**src/rtl/ct_lsu_sram7_access_ctrl.sv**
```systemverilog
// Initiator-side controller for a 256x7 single-port SRAM with active-low
// CEN/GWEN/WEN. Turns a valid/ready read / masked-write request stream into
// SRAM pin sequencing and returns read data through a one-entry response
// buffer. After reset, or on a clear request, every entry is walked to INIT_VAL.
module ct_lsu_sram7_access_ctrl #(
  parameter int ADDR_WIDTH = 8,
  parameter int DATA_WIDTH = 7,
  parameter logic [DATA_WIDTH-1:0] INIT_VAL = '0
) (
  input  logic                  forever_cpuclk,
  input  logic                  cpurst,
  input  logic                  clr_req,
  output logic                  init_done,
  input  logic                  req_vld,
  input  logic                  req_wr,
  input  logic [ADDR_WIDTH-1:0] req_addr,
  input  logic [DATA_WIDTH-1:0] req_wdata,
  input  logic [DATA_WIDTH-1:0] req_wmask,
  output logic                  req_ready,
  output logic                  rsp_vld,
  output logic [DATA_WIDTH-1:0] rsp_data,
  input  logic                  rsp_ready,
  output logic                  sram_cen,
  output logic                  sram_gwen,
  output logic [DATA_WIDTH-1:0] sram_wen,
  output logic [ADDR_WIDTH-1:0] sram_a,
  output logic [DATA_WIDTH-1:0] sram_d,
  input  logic [DATA_WIDTH-1:0] sram_q
);

  typedef enum logic {
    ST_INIT,
    ST_IDLE
  } state_t;

  state_t                r_state;
  state_t                w_next_state;
  logic [ADDR_WIDTH-1:0] r_cnt;
  logic [ADDR_WIDTH-1:0] w_next_cnt;
  logic                  r_rd_s1;
  logic                  r_clr_pend;
  logic                  r_rsp_vld;
  logic [DATA_WIDTH-1:0] r_rsp_data;
  logic [ADDR_WIDTH-1:0] r_a;
  logic [DATA_WIDTH-1:0] r_d;
  logic [ADDR_WIDTH-1:0] w_a;
  logic [DATA_WIDTH-1:0] w_d;
  logic                  w_clr_seen;
  logic                  w_rd_acc;

  // A clear is live when requested now or parked behind an in-flight read.
  assign w_clr_seen = (r_state == ST_IDLE) && (clr_req || r_clr_pend);

  // Next-state and pin decode; reset forces every pin and handshake idle.
  always_comb begin
    w_next_state = r_state;
    w_next_cnt   = r_cnt;
    w_rd_acc     = 1'b0;
    w_a          = r_a;
    w_d          = r_d;
    init_done    = 1'b0;
    req_ready    = 1'b0;
    sram_cen     = 1'b1;
    sram_gwen    = 1'b1;
    sram_wen     = '1;
    if (!cpurst) begin
      case (r_state)
        ST_INIT: begin
          sram_cen   = 1'b0;
          sram_gwen  = 1'b0;
          sram_wen   = '0;
          w_a        = r_cnt;
          w_d        = INIT_VAL;
          w_next_cnt = r_cnt + ADDR_WIDTH'(1);
          if (r_cnt == '1) begin
            w_next_state = ST_IDLE;
          end
        end
        default: begin
          init_done = 1'b1;
          if (w_clr_seen) begin
            if (!r_rd_s1) begin
              w_next_state = ST_INIT;
              w_next_cnt   = '0;
            end
          end else begin
            if (req_wr) begin
              req_ready = 1'b1;
            end else begin
              req_ready = !r_rd_s1 && (!r_rsp_vld || rsp_ready);
            end
            if (req_vld && req_ready) begin
              w_a = req_addr;
              if (req_wr) begin
                w_d = req_wdata;
                if (req_wmask != '0) begin
                  sram_cen  = 1'b0;
                  sram_gwen = 1'b0;
                  sram_wen  = ~req_wmask;
                end
              end else begin
                sram_cen = 1'b0;
                w_rd_acc = 1'b1;
              end
            end
          end
        end
      endcase
    end
  end

  assign sram_a   = w_a;
  assign sram_d   = w_d;
  assign rsp_vld  = r_rsp_vld && !cpurst;
  assign rsp_data = cpurst ? '0 : r_rsp_data;

  // State register, walk counter, read pipeline flag and parked clear.
  always_ff @(posedge forever_cpuclk) begin
    if (cpurst) begin
      r_state    <= ST_INIT;
      r_cnt      <= '0;
      r_rd_s1    <= 1'b0;
      r_clr_pend <= 1'b0;
    end else begin
      r_state    <= w_next_state;
      r_cnt      <= w_next_cnt;
      r_rd_s1    <= w_rd_acc;
      r_clr_pend <= w_clr_seen && r_rd_s1;
    end
  end

  // Address/data hold registers so idle cycles keep the last driven values.
  always_ff @(posedge forever_cpuclk) begin
    if (cpurst) begin
      r_a <= '0;
      r_d <= '0;
    end else begin
      r_a <= w_a;
      r_d <= w_d;
    end
  end

  // Response buffer: capture Q one cycle after the read edge, drop on drain.
  always_ff @(posedge forever_cpuclk) begin
    if (cpurst) begin
      r_rsp_vld  <= 1'b0;
      r_rsp_data <= '0;
    end else if (r_rd_s1) begin
      r_rsp_vld  <= 1'b1;
      r_rsp_data <= sram_q;
    end else if (r_rsp_vld && rsp_ready) begin
      r_rsp_vld  <= 1'b0;
    end
  end

endmodule
```
**config.mk**
```make
export PLATFORM = sky130hd
export DESIGN_NAME = ct_lsu_sram7_access_ctrl
export DESIGN_NICKNAME = d
export VERILOG_FILES = /design/src/rtl/ct_lsu_sram7_access_ctrl.sv
export SDC_FILE = /design/constraint.sdc
export NUM_CORES = 1
export LEC_CHECK = 0
export CORE_MARGIN = 2
export CORE_UTILIZATION = 45
export DETAILED_ROUTE_END_ITERATION = 7
export GPL_TIMING_DRIVEN = 0
export PLACE_DENSITY = 0.91
export SYNTH_ARGS = -nofsm -noshare
export SYNTH_HDL_FRONTEND = slang
export SYNTH_SLANG_ARGS = --single-unit
export TNS_END_PERCENT = 50
```
**constraint.sdc**
```tcl
create_clock -name forever_cpuclk -period 2.38 [get_ports forever_cpuclk]
set_input_delay 0.476 -clock forever_cpuclk [delete_from_list [all_inputs] [get_ports forever_cpuclk]]
set_output_delay 0.476 -clock forever_cpuclk [all_outputs]
set_load 0.1 [all_outputs]
```
# ---- Word-level counts from Yosys, hierarchy flattened
# Cells that the tools add are included.
# Widths: inputs -> output; s select.
dict set report word_totals {
  register_bits 34
  in_bits 35
  output_inout_bits 34
  word_cells 76
}
dict set report op_classes {
  n_addsub 1
  n_eq_ne 3
  mux 46
  bitwise_logic 3
  reduce_logical 15
}
# cell count
set op_table {}
lappend op_table {{$mux 7} 12}
lappend op_table {{$mux 8} 7}
lappend op_table {{$mux 1} 27}
lappend op_table {{$add 8x1->8 const B} 1}
lappend op_table {{$eq 8x8->1 const B} 1}
lappend op_table {{$not 7->7} 1}
lappend op_table {{$reduce_bool 7->1} 1}
lappend op_table {{$logic_and 1x1->1} 6}
lappend op_table {{$reduce_or 4->1} 1}
lappend op_table {{$logic_not 1->1} 3}
lappend op_table {{$logic_or 1x1->1} 2}
lappend op_table {{$ne 2x1->1 const B} 1}
lappend op_table {{$ne 2x2->1 const B} 1}
lappend op_table {{$not 1->1} 2}
lappend op_table {{$reduce_and 2->1} 1}
lappend op_table {{$reduce_bool 2->1} 1}

# ---- Longest topological paths before layout
# Gate-level depths: netlist of the first run.
dict set report depth {
  ltp_word 12
  depth_mapped 6
  ltp_nobuf 5
}

# ---- Worst setup path after synthesis of the first run
# OpenSTA, ideal clock, no wires.
dict set report synth_path {
  kind {input-to-output}
  startpoint {in rsp_ready}
  endpoint {out sram_a[4]}
  arrival_time_ns 2.613
  setup_slack_ns -0.709
  stages 5
  path_buffers 1
  cell_sequence {nand2b_1 -> a21o_1 -> and2_4 -> buf_6 -> o211ai_1}
}
dict set report synth_via {
  elab_chain_len 11
}
# element line
set synth_lines {}
lappend synth_lines {{start: declaration} 22} ;# input logic rsp_ready,
lappend synth_lines {{$logic_or 1x1->1} 90} ;# req_ready = !r_rd_s1 && (!r_rsp_vld || rsp_ready);
lappend synth_lines {{$logic_and 1x1->1} 90}
lappend synth_lines {{$mux 1} 87} ;# if (req_wr) begin
lappend synth_lines {{$mux 1} 81} ;# if (w_clr_seen) begin
lappend synth_lines {{$mux 1} 67} ;# case (r_state)
lappend synth_lines {{$mux 1} 66} ;# if (!cpurst) begin
lappend synth_lines {{$logic_and 1x1->1} 92} ;# if (req_vld && req_ready) begin
lappend synth_lines {{$mux 8} 92}
lappend synth_lines {{$mux 8} 81}
lappend synth_lines {{$mux 8} 67}
lappend synth_lines {{$mux 8} 66}
lappend synth_lines {{end: declaration} 26} ;# output logic [ADDR_WIDTH-1:0] sram_a,
# No other way between the ends. The select of a mux whose other input is x is not followed.

# ---- Final worst setup path of the first run
dict set report layout_path {
  startpoint {in req_vld}
  endpoint {out sram_d[0]}
}
dict set report layout_via {
  elab_chain_len 5
}
# element line
set layout_lines {}
lappend layout_lines {{start: declaration} 14} ;# input logic req_vld,
lappend layout_lines {{$logic_and 1x1->1} 92}
lappend layout_lines {{$mux 7} 92}
lappend layout_lines {{$mux 7} 81}
lappend layout_lines {{$mux 7} 67}
lappend layout_lines {{$mux 7} 66}
lappend layout_lines {{end: declaration} 27} ;# output logic [DATA_WIDTH-1:0] sram_d,
# No other way between the ends.

==> flow_summary.ini, run 1 <==
[sta]
finalClockSkew_ns = 0.003552
report.final.hold_viol_count = 0
worst_slew_pin_slew_ns = 0.5488
finalMaxSlewViolations = 0
fmax_mhz = 425.9
timing.max_slew.rel_slack_pct = 63.58
post-route-period-util_pct = 98.66
finalCriticalPeriod_ns = 2.348
totalNegativeSetupSlack_ns = 0
report.final.setup_viol = 0

[synth]
seq_area_frac_synth_pct = 35.12
synthesis.area_um2 = 1938
postSynth.asyncResetShare_pct = 0
synth_cells = 240
count_of_synthesis_stage_warnings_from_yosys = 0
synthAdderAreaFrac_pct = 0.6456
synth_area_per_inst_um2 = 8.075
synth-xor-area-share_pct = 0
flop_and_latch_count_out_of_synthesis = 34
share_of_the_synthesized_area_in_compound_gates_ao_oa_aoi_oai_pct = 25.56
yosys.cell_types.count = 41
synth-simple-area-share_pct = 27.63
synth.net_count = 276
synth_top_family_by_area = simple AND/OR/NAND/NOR gates
number_of_synthesized_flops_with_an_enable_pin = 0
synth_top_flop_cell = sky130_fd_sc_hd__dfxtp_1
post_synth_mux_area_share_pct = 4.648

[clock_network]
cts_tree = done
numCtsBuffers = 5
cts_root_buf = sky130_fd_sc_hd__clkbuf_8
ctsHtreeMaxLevel = 2
insertion_delay_ns = 0.28
worst_setup_hold_path_clk_slew_ns = 0.07
numClockSinks = 34
holdBufCountCts = 0
cts.path.max_buffers = 2

[finish]
diode_count = 0
final_cell_mix = sky130_fd_sc_hd__nand2_1 (51), sky130_fd_sc_hd__dfxtp_1 (34), sky130_fd_sc_hd__clkdlybuf4s50_1 (29), sky130_fd_sc_hd__buf_6 (19), sky130_fd_sc_hd__nor2_1 (19)
fin_area_um2 = 2898
layout.nets = 355
finish.utilization_pct = 70.91
final_common_cell = sky130_fd_sc_hd__nand2_1
drive_above_1_share_pct = 26.65
multi_input_comb_area_um2 = 1216
area.growth.synth_to_final_pct = 49.52
seq_cell_area_um2 = 680.7
fillers = 303

[power_and_ir_drop]
cellLeakagePower_nw = 1.156
power_density_nw_per_um2 = 430.7
post-layout-total-power_mw = 1.248
worst_ir_drop_vdd_mv = 0.3623

[worst_hold_path]
min_path_type = reg -> reg
holdPathStages = 2
worstHoldEndpoint = r_d[3]
hp-start = r_d[3]

[run_status]
outcome = finished, final reports clean

[floorplanning]
boundaryPins = 69
die_x_um = 69.63
die_y_um = 69.63
fp.coreArea_um2 = 4086
initial_utilization_pct = 47.43
placement_rows = 23
die_area_um2 = 4848

[critical_path]
r2r_end = r_cnt[0]
critical_path.reg2reg.startpoint = r_state
timing_worst_setup_path_type = in -> out
r2r_slack_ns = 0.96
critical_path.startpoint = req_vld
worstPathArrival_ns = 1.87
worstPathRequired_ns = 1.90
worstPathMaxFanout = 6
worst_setup_path_end_kind = output pin
crit_path_start_kind = primary input
r2r.worst_path.cells = 5

[place]
hpwlAfterDp_um = 4038
post_dp_cell_area_um2 = 2708
gp_routability_congestion = 0.8404
port-buffer-count = 68

[drt]
route.detailed.vias_per_inst = 5.780
postRouteAntennaNets = 0
route.detailed.wl_per_inst_um = 16.04
drtIter0Drc = 192
number_of_detailed_routing_iterations_run_before_antenna_repair = 5
remaining_design_rule_violation_count = 0
postRouteWirelength_um = 5918
vias = 2133

[run]
number_of_max_cap_violations = 0

[grt]
first_pass_grt_wire_length_um = 9128
antenna_violations_before_repair = 0
grt_max_degree = 11
globalRoute.totalOverflow = 0
grtUsageTotal_pct = 22.95
via_count_of_the_first_global_routing_pass = 2006
[per-layer routing]
layer  track usage, %  wire, um  up-vias
met3            5.959       436       14
met2            39.85      2979       98
li1                 -         -     1013
met1            27.83      2384     1008
met4            6.838       117        0
met5                0         0        -
[report_power, final]
group          internal (mW)  total (mW)  switching [mW]
Combinational          0.102       0.269           0.167
Clock                  0.201       0.392           0.191
Sequential             0.576       0.587          0.0110
[timing repair]
action,CTS,global route
gates resized for setup,219,13
endpoints found under the setup margin,34,22
cloned,1,0
setup buffers,3,1
pin swaps,5,3
[sequential cells by signal, summed over array words and instances (netlist names)]
register,flops
r_a,8
r_cnt,8
r_d,7
r_rsp_data,7
r_clr_pend,1
r_rd_s1,1
r_rsp_vld,1
r_state,1
[kinds of logic (layout without fill, tap and decap cells)]
logic type | Yosys count | in the layout
compound gates | 66 | 66
buf+inv | 21 | 99
flops | 34 | 34
mux | 9 | 9
fa+ha+maj | 1 | 1
simple gates | 109 | 110
[worst max-delay path, cell delays in order]
cell	delay, ns
sky130_fd_sc_hd__dlygate4sd2_1	0.25
sky130_fd_sc_hd__nor3b_4	0.30
sky130_fd_sc_hd__nand2_1	0.14
sky130_fd_sc_hd__a21o_4	0.27
sky130_fd_sc_hd__a22o_1	0.25
sky130_fd_sc_hd__buf_6	0.19
[area by class of cell]
cell class | instances | share of cell area [%]
plain buffers | 17 | 4.793
clock buffers | 7 | 2.634
inverters | 3 | 0.5613
multi-input cells | 186 | 41.97
flip-flops and latches | 34 | 23.49
well taps | 50 | 2.159
repair buffers | 72 | 24.40
[per-stage QoR]
stage          std cells  hold WS, ns  worst slack [ns]
3_5_place_dp         358       0.4482            -1.226
4_1_cts              368       0.4569           0.01792
6_report             369       0.4624           0.03185
3_3_place_gp         358       0.4428            -1.228
5_1_grt              369       0.4875          -0.04001
2_1_floorplan        240       0.4366           -0.6450
[how the worst max path moves through the flow]
stage | slack [ns] | endpoint | depth (start not counted)
2_1_floorplan | -0.65 | sram_a[4] | 5
3_5_place_dp | -1.23 | sram_a[6] | 6
5_1_grt | -0.04 | sram_d[5] | 6
6_report | 0.03 | sram_d[0] | 6
4_1_cts | 0.02 | sram_d[0] | 6
3_3_place_gp | -1.23 | sram_a[6] | 6
[synth_stat cells, drive strengths merged, types with 6 or more instances]
cell type,count,share of area [%]
nand4,8,2.6
nor2,20,3.9
a21o,11,4.3
buf,16,5.4
nand2,51,9.9
dfxtp,34,35
a22o,6,2.7
a21oi,13,3.4
o211ai,16,7.2
nor2b,9,2.9
mux2i,9,4.6
a22oi,9,3.5
No activity file was read; power rests on OpenSTA's default activity.
==> run 2: changes to the inputs <==
- CORE_UTILIZATION: 45 -> 48
- PLACE_DENSITY: 0.91 -> 0.95
==> run 2 against run 1 <==
Net effect: worst setup slack lost 0.030 ns; clock skew shrank 0.0014 ns; critical path depth grew 1; non-clock buffer count grew 11; combinational power grew 4%; via count grew 6.9%; sequential share of layout area shrank 1.1 points; fmax shrank 1.2%; highest routed layer unchanged.
==> flow_summary.ini, run 2 (same netlist as run 1, synthesis figures left out) <==
[grt]
grtUsageTotal_pct = 29.28
via_count_of_the_first_global_routing_pass = 2147
globalRoute.totalOverflow = 0
antenna_violations_before_repair = 0
grt_max_degree = 11
first_pass_grt_wire_length_um = 9894

[floorplanning]
die_area_um2 = 4562
die_x_um = 67.55
initial_utilization_pct = 49.16
placement_rows = 23
die_y_um = 67.55
fp.coreArea_um2 = 3943
boundaryPins = 69

[clock_network]
cts.path.max_buffers = 2
cts_root_buf = sky130_fd_sc_hd__clkbuf_8
insertion_delay_ns = 0.29
worst_setup_hold_path_clk_slew_ns = 0.07
cts_tree = done
numClockSinks = 34
ctsHtreeMaxLevel = 2
numCtsBuffers = 5

[place]
hpwlAfterDp_um = 3979
gp_routability_congestion = 0.7913
port-buffer-count = 68
placed_cells = 358

[worst_hold_path]
holdPathStages = 2
min_path_type = reg -> reg
hp-start = r_d[2]

[run_status]
outcome = finished, final reports clean

[sta]
finalClockSkew_ns = 0.002145
fmax_mhz = 420.6
worst_slew_pin_slew_ns = 0.5565
report.final.setup_viol = 0
finalMaxSlewViolations = 0
finalCriticalPeriod_ns = 2.378
post-route-period-util_pct = 99.91
report.final.hold_viol_count = 0
timing.max_slew.rel_slack_pct = 62.90
rsz_0062_raised_after_global_routing = yes

[drt]
remaining_design_rule_violation_count = 0
route.detailed.wl_per_inst_um = 17.50
route.detailed.vias_per_inst = 5.984
vias = 2280
number_of_detailed_routing_iterations_run_before_antenna_repair = 5
postRouteWirelength_um = 6667
drtIter0Drc = 216
postRouteAntennaNets = 0

[critical_path]
r2r.worst_path.cells = 13
worstPathArrival_ns = 1.90
worstPathRequired_ns = 1.90
worst_setup_path_end_kind = output pin
timing_worst_setup_path_type = in -> out
worstPathMaxFanout = 10
crit_path_start_kind = primary input
critical_path.startpoint = req_wr
critical_path.reg2reg.startpoint = r_clr_pend

[finish]
final-instance-count-excl-fill = 381
diode_count = 0
fillers = 258
layout.nets = 366
largest_registers = r_a: 8 flops, r_cnt: 8 flops
drive_above_1_share_pct = 29.31
area.growth.synth_to_final_pct = 56.88
final_cell_mix = sky130_fd_sc_hd__nand2_1 (51), sky130_fd_sc_hd__dfxtp_1 (33), sky130_fd_sc_hd__clkdlybuf4s50_1 (29), sky130_fd_sc_hd__buf_4 (24), sky130_fd_sc_hd__nor2_1 (19)
final_common_cell = sky130_fd_sc_hd__nand2_1

[power_and_ir_drop]
share_clk_of_total_power_pct = 37.8
swShare_pct = 28.54
power.internal_mw = 0.9948
power.share.combinational_pct = 20.1
worst_ir_drop_vdd_mv = 0.5173
post-layout-total-power_mw = 1.392
sw_pwr_mw = 0.3973
power_density_nw_per_um2 = 457.9
power.share.sequential_pct = 42.1
cellLeakagePower_nw = 1.222

[run]
number_of_max_cap_violations = 0
[run 2: critical path, stage by stage]
cell	delay (ns)
sky130_fd_sc_hd__dlygate4sd2_1	0.38
sky130_fd_sc_hd__and3_1	0.21
sky130_fd_sc_hd__buf_2	0.17
sky130_fd_sc_hd__buf_6	0.15
sky130_fd_sc_hd__nand2_1	0.07
sky130_fd_sc_hd__a21o_1	0.19
sky130_fd_sc_hd__buf_4	0.23
[run 2: path summary, 6_finish.rpt]
check / end / slack (ns)
worst max-delay path: sram_wen[5] / 0.002
worst min register to register: r_d[2] / 0.46
worst max register to register: r_a[6] / 0.22
worst min-delay path: r_d[2] / 0.46
[run 2: power groups by stage]
stage,Sequential [mW],Combinational (mW),Clock (mW)
4_1_cts,0.585,0.265,0.531
2_1_floorplan,0.596,0.157,0
6_report,0.586,0.279,0.526
3_3_place_gp,0.598,0.255,0
3_5_place_dp,0.598,0.259,0
5_1_grt,0.586,0.292,0.553
[run 2: area by class of cell]
cell class / count / area, um2 / share of cell area [%]
Sequential cell: 34 / 681.9 / 22.43
Multi-Input combinational cell: 186 / 1214 / 39.92
Clock buffer: 7 / 76.32 / 2.510
Clock inverter: 1 / 30.03 / 0.9877
Buffer: 16 / 128.9 / 4.239
Timing Repair Buffer: 84 / 830.8 / 27.33
Tap cell: 50 / 62.56 / 2.058
Inverter: 3 / 16.27 / 0.5350
[run 2: metal layers]
metal  routed length [um]  track usage (%)  vias up
met3                  520            7.833       21
met4                  183            12.50        0
met1                 2610            33.16     1079
met5                    0                0        -
met2                 3353            51.35      137
li1                     -                -     1043
[run 2: through the flow]
stage	hold slack, ns	utilization [%]	setup WS [ns]	setup TNS [ns]	instance area, um2
floorplan	0.4366	-	-0.6450	-4.133	1964
global placement	0.4418	68.68	-1.165	-32.59	2708
detailed placement	0.4503	68.68	-1.219	-33.79	2708
CTS	0.4606	75.91	0.002909	0	2993
global route	0.4854	77.12	-0.03339	-0.1534	3040
finish	0.4594	77.12	0.002251	0	3040
[run 2: timing repair]
item                                    in CTS  in global routing
hold buffers                                 0                  0
hold endpoints to repair                     0                  0
endpoints found under the setup margin      34                 21
resized for setup                          225                 15
buffers inserted                            16                  0
pin swaps                                    8                  4
cloned                                       1                  0
==> run 3: changes to the inputs <==
- clock period: 2.38 -> 2.8 ns (I/O delays scaled with it)
==> run 3 against run 2 <==
Net effect: the flow now finishes with violations (setup timing); global-route usage down 2.9 points; die area is the same; clock skew is 0.0063 ns higher.
==> flow_summary.ini, run 3 (same netlist as run 1, synthesis figures left out) <==
[worst_hold_path]
holdPathStages = 2
min_path_type = reg -> reg
hp-start = r_d[3]
worstHoldEndpoint = r_d[3]

[critical_path]
critical-path-max-stage-delay_ns = 0.54
r2r.worst_path.cells = 5
timing_worst_setup_path_type = in -> out
crit_path_top_delay_cell = sky130_fd_sc_hd__clkdlybuf4s50_1
r2r_end = r_cnt[4]
worstPathArrival_ns = 2.25
critical-path-top-delay-family = buffers and inverters
crit_chain = clkdlybuf4s50_1, nor3b_4, nand2_1, a21o_1, a22o_1, buf_12
worstPathMaxFanout = 6
cp_num_buf_inv = 2
r2r_slack_ns = 1.34
critical_path.reg2reg.startpoint = r_state
crit_path_start_kind = primary input
worst_setup_path_end_kind = output pin
worstPathRequired_ns = 2.24

[grt]
via_count_of_the_first_global_routing_pass = 1997
grt_max_degree = 11
grtUsageTotal_pct = 26.38
first_pass_grt_wire_length_um = 9101
antenna_violations_before_repair = 0
globalRoute.totalOverflow = 0

[drt]
postRouteWirelength_um = 5687
drtIter0Drc = 97
route.detailed.wl_per_inst_um = 15.50
postRouteAntennaNets = 0
vias = 2060
route.detailed.vias_per_inst = 5.613
number_of_detailed_routing_iterations_run_before_antenna_repair = 4
remaining_design_rule_violation_count = 0

[floorplanning]
die_x_um = 67.55
initial_utilization_pct = 49.16
fp.coreArea_um2 = 3943
die_area_um2 = 4562
placement_rows = 23
die_y_um = 67.55
boundaryPins = 69

[clock_network]
numCtsBuffers = 5
insertion_delay_ns = 0.29
numClockSinks = 34
ctsHtreeMaxLevel = 2
worst_setup_hold_path_clk_slew_ns = 0.07
cts_tree = done
holdBufCountCts = 0
cts_root_buf = sky130_fd_sc_hd__clkbuf_8
cts.path.max_buffers = 2

[sta]
report.final.setup_viol = 1
report.final.hold_viol_count = 0
timing.max_slew.rel_slack_pct = 63.34
finalClockSkew_ns = 0.008492
finalMaxSlewViolations = 0
fin_ws_ns = -0.005089
post-route-period-util_pct = 100.2
fmax_mhz = 356.5
worst_slew_pin_slew_ns = 0.5524
worst_hold_slack_after_final_layout_ns = 0.4660
finalCriticalPeriod_ns = 2.805

[finish]
final_common_cell = sky130_fd_sc_hd__nand2_1
final_cell_mix = sky130_fd_sc_hd__nand2_1 (51), sky130_fd_sc_hd__dfxtp_1 (34), sky130_fd_sc_hd__clkdlybuf4s50_1 (33), sky130_fd_sc_hd__nor2_1 (19), sky130_fd_sc_hd__buf_4 (15)
layout.nets = 352
drive_above_1_share_pct = 23.34
diode_count = 0
largest_registers = r_a: 8 flops, r_cnt: 8 flops
area.growth.synth_to_final_pct = 43.96

[run_status]
violations = setup timing
outcome = complete, but fails checks

[power_and_ir_drop]
cellLeakagePower_nw = 1.121
worst_ir_drop_vdd_mv = 0.3289
power_density_nw_per_um2 = 393.6

[place]
port-buffer-count = 68
pre_cts_ws_ns = -0.9635
gp_routability_congestion = 0.8128
hpwlAfterDp_um = 3985

[run]
number_of_max_cap_violations = 0
-- run 3: through the flow --
stage	TNS (ns)	std cells	total power, mW	instance area (um2)	utilization, %
6_report	-0.005089	367	1.098	2790	70.77
3_5_place_dp	-25.25	358	0.7293	2699	68.45
2_1_floorplan	-1.657	240	0.6398	1956	-
3_3_place_gp	-23.87	358	0.7249	2699	68.45
4_1_cts	-0.5599	366	1.094	2760	70.01
5_1_grt	-0.5243	367	1.138	2790	70.77
-- run 3: per-layer routing --
metal | share of wire [%] | wire [um] | track usage (%)
met5 | 0 | 0 | 0
met4 | 1.4 | 82 | 8.673
met3 | 7.5 | 429 | 7.167
met2 | 49 | 2793 | 45.34
met1 | 42 | 2381 | 31.62
-- run 3: what timing repair did --
item / in CTS / in global routing
pin swaps: 0 / 1
gates resized for setup: 182 / 13
buffers inserted: 0 / 1
setup endpoints to repair: 34 / 26
gates cloned: 0 / 0
-- run 3: area by class of cell --
cell class / count / area (um2)
multi-input cells: 185 / 1162
fillers: 310 / 1152
flip-flops and latches: 34 / 680.7
repair buffers: 69 / 655.6
plain buffers: 18 / 123.9
clock buffers: 7 / 86.33
well taps: 50 / 62.56
inverters: 3 / 13.76
clock inverters: 1 / 5.005
-- run 3: where the power goes --
| part | switching (mW) | total [mW] | internal [mW] |
|---|---|---|---|
| Combinational | 0.138 | 0.220 | 0.0824 |
| Clock | 0.182 | 0.380 | 0.198 |
| Sequential | 0.00851 | 0.498 | 0.489 |
-- run 3: how the worst max path moves through the flow --
stage	slack, ns	cells past startpoint	startpoint	end
floorplan	-0.39	5	rsp_ready	sram_a[4]
global placement	-0.89	7	cpurst	sram_a[4]
detailed placement	-0.96	7	cpurst	sram_a[6]
CTS	-0.14	5	cpurst	rsp_data[6]
global route	-0.07	6	req_vld	sram_d[1]
finish	-0.005	6	req_vld	sram_d[1]
-- run 3: worst register-to-register path: stages, from the launching register on --
cell and delay (ns):
sky130_fd_sc_hd__dfxtp_1 0.40, sky130_fd_sc_hd__buf_6 0.17, sky130_fd_sc_hd__clkbuf_1 0.40, sky130_fd_sc_hd__a21oi_1 0.14, sky130_fd_sc_hd__mux2i_1 0.15, sky130_fd_sc_hd__nor2_1 0.06
